## config.mk

```make
export PLATFORM = sky130hd
export DESIGN_NAME = length_counter
export DESIGN_NICKNAME = d
export VERILOG_FILES = /design/src/rtl/length_counter.sv
export SDC_FILE = /design/constraint.sdc
export NUM_CORES = 1
export LEC_CHECK = 0
export CAP_MARGIN = 20
export CORE_AREA = 2 2 39 41
export CTS_BUF_LIST = sky130_fd_sc_hd__clkbuf_4 sky130_fd_sc_hd__clkbuf_8 sky130_fd_sc_hd__clkbuf_16
export DETAILED_ROUTE_END_ITERATION = 12
export DIE_AREA = 0 0 41 43
export PLACE_DENSITY_LB_ADDON = 0.05
export SETUP_SLACK_MARGIN = 0.05
export SLEW_MARGIN = 20
export SYNTH_ARGS = -nofsm -noshare
export SYNTH_HDL_FRONTEND = slang
export SYNTH_SLANG_ARGS = --single-unit
export TNS_END_PERCENT = 10
```

## constraint.sdc

```tcl
create_clock -name clk -period 2.5 [get_ports clk]
set_input_delay 0.5 -clock clk [delete_from_list [all_inputs] [get_ports clk]]
set_output_delay 0.5 -clock clk [all_outputs]
set_load 0.1 [all_outputs]
```

## src/rtl/length_counter.sv

```systemverilog
// Sound-channel length counter: a trigger loads the remaining play time, and
// each enabled length tick counts it down until the channel is silenced.
module length_counter #(
    parameter int WIDTH = 6
) (
    input  logic             clk,
    input  logic             rst_n,
    input  logic [WIDTH-1:0] lengthLoad,
    input  logic             trigger,
    input  logic             lengthEnable,
    output logic             chanEnable
);

    localparam logic [WIDTH:0] FULL_LENGTH = (WIDTH + 1)'(1) << WIDTH;
    localparam logic [WIDTH:0] ONE         = (WIDTH + 1)'(1);

    logic [WIDTH:0] cnt;

    // Trigger wins over counting, so the triggering tick never consumes a step;
    // the count parks at zero rather than wrapping.
    always_ff @(posedge clk or negedge rst_n) begin
        if (!rst_n) begin
            cnt <= '0;
        end else if (trigger) begin
            cnt <= FULL_LENGTH - {1'b0, lengthLoad};
        end else if (lengthEnable && (cnt != '0)) begin
            cnt <= cnt - ONE;
        end
    end

    assign chanEnable = (cnt != '0);

endmodule

```

==> results of run 1 <==
## power groups by stage
stage / Clock, uW / Combinational, uW / Sequential [uW]
after floorplan: 0 / 57.5 / 143
after global placement: 0 / 90.8 / 147
after detailed placement: 0 / 91.1 / 146
after CTS: 123 / 91.8 / 144
after global routing: 130 / 99.9 / 148
final: 119 / 91.1 / 145
## stage by stage
stage               util (%)  power, uW  setup WS [ps]  hold WS, ps  std cells
floorplan                  -        200            384          204         58
global placement        47.7        238            258          557         85
detailed placement      47.7        238            191          559         85
CTS                     49.9        360            195          531         89
global route            49.9        378            146          547         89
finish                  49.9        355            207          520         89
## worst paths after layout
kind / slack [ps] / endpoint / from / cells after the start
max: 210 / chanEnable / cnt[3] / 3
min: 520 / cnt[6] / rst_n / 1
max reg2reg: 720 / cnt[2] / cnt[3] / 4
min reg2reg: 570 / cnt[1] / cnt[1] / 2
max in group asynchronous: 1720 / cnt[3] / rst_n / 1
min in group clk: 570 / cnt[1] / cnt[1] / 2
## final cells by class
class / count / area (sq um) / share of cell area, %
well taps: 16 / 20.0 / 2.90
repair buffers: 12 / 125 / 18.1
inverters: 5 / 18.8 / 2.72
flip-flops and latches: 7 / 175 / 25.4
multi-input cells: 45 / 322 / 46.6
clock buffers: 4 / 30.0 / 4.35
## layout by cell type (no fill, tap or decap)
| cell type | count |
|---|---|
| dfrtp_1 | 7 |
| nor4b_1 | 1 |
| or4_4 | 1 |
| xnor2_1 | 2 |
| buf_12 | 1 |
| o211ai_2 | 1 |
| o21ai_0 | 1 |
| or4_1 | 1 |
| clkbuf_4 | 4 |
| a211oi_1 | 4 |
| inv_1 | 5 |
| nor2_1 | 4 |
| or2_1 | 1 |
| nand2b_1 | 1 |
| xor2_1 | 3 |
| nand3_1 | 1 |
| o31ai_1 | 1 |
| nand4_1 | 1 |
| nand2_1 | 3 |
| nor3_1 | 2 |
| a21oi_1 | 5 |
| o311ai_0 | 1 |
| ha_1 | 3 |
| o31a_1 | 1 |
| nor4_1 | 2 |
| o21ai_2 | 1 |
| a221o_1 | 1 |
| and2_1 | 1 |
| clkdlybuf4s50_1 | 9 |
| o311a_1 | 1 |
| nor3b_1 | 1 |
| buf_4 | 2 |
## cell usage after synthesis, types with 2 or more instances
cell / number
xnor2_1: 2
nor4_1: 2
dfrtp_1: 7
ha_1: 3
nor3_1: 2
a21oi_1: 5
nand2_1: 3
a211oi_1: 4
inv_1: 5
nor2_1: 4
xor2_1: 3
## routing by layer
metal / track usage (%) / wire (microns)
met5: 0 / 0
met1: 19.7 / 541
met3: 3.14 / 36
met2: 22.5 / 515
met4: 10.0 / 14
## critical path: cells and delay by family, from the launching register on
| family | cells | cell delay (ps) |
|---|---|---|
| buf+inv | 1 | 190 |
| flops | 1 | 450 |
| simple gates | 2 | 890 |
## cell families after synthesis
| group | Yosys count |
|---|---|
| flops | 7 |
| xor+xnor | 5 |
| compound gates | 17 |
| buf+inv | 6 |
| simple gates | 20 |
| fa+ha+maj | 3 |
==> reports/qor.txt, run 1 <==
CELLS AND AREA
-----------------------------------------------------------------------------------------------
Diode count                                                                                   0
Registers with the most flip-flops                                                      cnt (7)
Largest register FFs                                                                          7
Fillcell total                                                                              134
Register with the most flip-flops                                                           cnt
Final design area excluding fillers                                                   691 sq um
Nets@finish                                                                                  87
Area growth from synthesis to final layout                                                33.0%
Fraction of layout instances using a drive strength above 1                               13.7%

WORST SETUP PATH
-----------------------------------------------------------------------------------------------
Series of cell instances along the critical path                                   or4_4, or2_1, buf_12
Worst Path Arrival                                                                      1790 ps
Type of element launching the critical path                                           flip-flop
Delay of the slowest critical-path stage                                                 580 ps
Element type at the critical path end                                               output port
Req. time, crit path                                                                    2000 ps
Highest-delay cell along the critical path                                                or4_4
Setup CP Type                                                                           reg2out
Crit-path max FO                                                                              7

POWER
-----------------------------------------------------------------------------------------------
Power dissipated by switching net loads                                                  111 uW
Power share of the combinational group                                                    25.7%
Sequential power share                                                                    40.8%
Worst vdd rail ir drop                                                                   199 uV
Fraction of power consumed by the clock network                                           33.6%
Internal power consumption                                                               244 uW
Leakage power of the design                                                         0.000279 uW
Power per standard cell area                                                        514 nW/um^2
Switching part of the total                                                               31.2%

SYNTHESIS
-----------------------------------------------------------------------------------------------
Sequential fraction of the synthesis area                                                 33.7%
Largest family of logic cells by synthesized area                                  compound AO/OA/AOI/OAI gates
Synth Area in Compound Gates                                                              24.3%
Number of enable flip-flop cells after synthesis                                              0
Synth Register Bits                                                                           7
Yosys synthesis warning count                                                                 0
Flip-flop cell with the highest count after synthesis                                   dfrtp_1
Mean instance size in the synthesized netlist                                        8.95 sq um
Post-Synth Adder-Cell Area                                                                7.23%
Multiplexer share of the synthesized area                                                    0%
Syn_nets                                                                                     71
Synthesized instance count                                                                   58
Fraction of synthesized cell area in xor and xnor cells                                   8.43%
Post-synthesis async set-or-reset flop share                                               100%
Combined area of all synthesized cells                                                519 sq um
Most area-consuming cells after synthesis                                          dfrtp_1, ha_1, a211oi_1
Synth area leader                                                                       dfrtp_1
Number of distinct library cells after synthesis                                             29
Top cell type's share of synthesized area                                                 33.7%
Simple logic cell fraction of the synthesized area                                        21.9%

FLOORPLANNING
-----------------------------------------------------------------------------------------------
Die span in y                                                                        43 microns
Starting Density                                                                          37.5%
Floorplan core area                                                                  1380 sq um
# rows                                                                                       14
Die Wd                                                                               41 microns
Total I/O pin count                                                                          11
Die area                                                                             1760 sq um

ROUTING
-----------------------------------------------------------------------------------------------
Average via count per standard cell                                                        5.38
Drc violations                                                                                0
Number of vias in the routed layout                                                         479
Number of nets with antenna violations after routing                                          0
Total Wirelength                                                                   1110 microns
First-pass iteration count of the detailed router                                             3
Number of DRC markers in iteration 0                                                          8
Average routed wire per standard cell                                              12.4 microns

TIMING
-----------------------------------------------------------------------------------------------
Final critical-path share of the clock period                                             91.7%
Final sum of negative setup slack                                                          0 ps
Crit path time final                                                                    2290 ps
Final Max Slew Viols                                                                          0
Max_slew headroom                                                                         74.7%
Hold violation total from the final report                                                    0
Achievable clock frequency                                                              436 MHz
Clock Skew                                                                              1.65 ps
Setup-failing EPs final                                                                       0
Transition time at the pin with the least slew margin                                    376 ps
Setup repair after global routing missed its margin                                       false

CTS
-----------------------------------------------------------------------------------------------
Max clock buf depth                                                                           2
Clock root cell                                                                        clkbuf_4
Skew-Pair Late Insertion Delay                                                           250 ps
Post-cts gate resize count                                                                    0
Post-CTS Setup Bufs                                                                           0
Number of buffers inserted by hold repair at cts                                              0
Deepest level of the CTS H-tree                                                               1
Clock tree from TritonCTS                                                                 built
Clock input transition at the sequential cells of the worst setup and hold paths          60 ps
Clock net sink count                                                                          7
Clock buffers created by TritonCTS                                                            3

GLOBAL ROUTING
-----------------------------------------------------------------------------------------------
Total gr overflow                                                                             0
Pin count of the biggest net entering global routing                                         12
First-pass GRT wire length                                                         1810 microns
Number of antenna violations at the first check in global routing                             0
Overall global routing resource usage                                                     15.5%
Number of global-route vias before repair                                                   428

HOLD PATH
-----------------------------------------------------------------------------------------------
Worst hold-check path type                                                             in2async

PLACE
-----------------------------------------------------------------------------------------------
Total of buffers placed on input and output ports                                            10
Routability-driven placement congestion ratio                                             0.708
Total placed instance area                                                            661 sq um
DP Wirelength                                                                       875 microns

STATUS
-----------------------------------------------------------------------------------------------
Status                                                                                completed

FLOW RUN
-----------------------------------------------------------------------------------------------
Max cap viols                                                                                 0

(Power assumes the default switching activity.)
==> run 2, diff against run 1 <==
Settings changed: CTS_CLUSTER_SIZE set to 12.
==> results of run 2 <==
Final layout, timing and power as in run 1 (identical DEF).
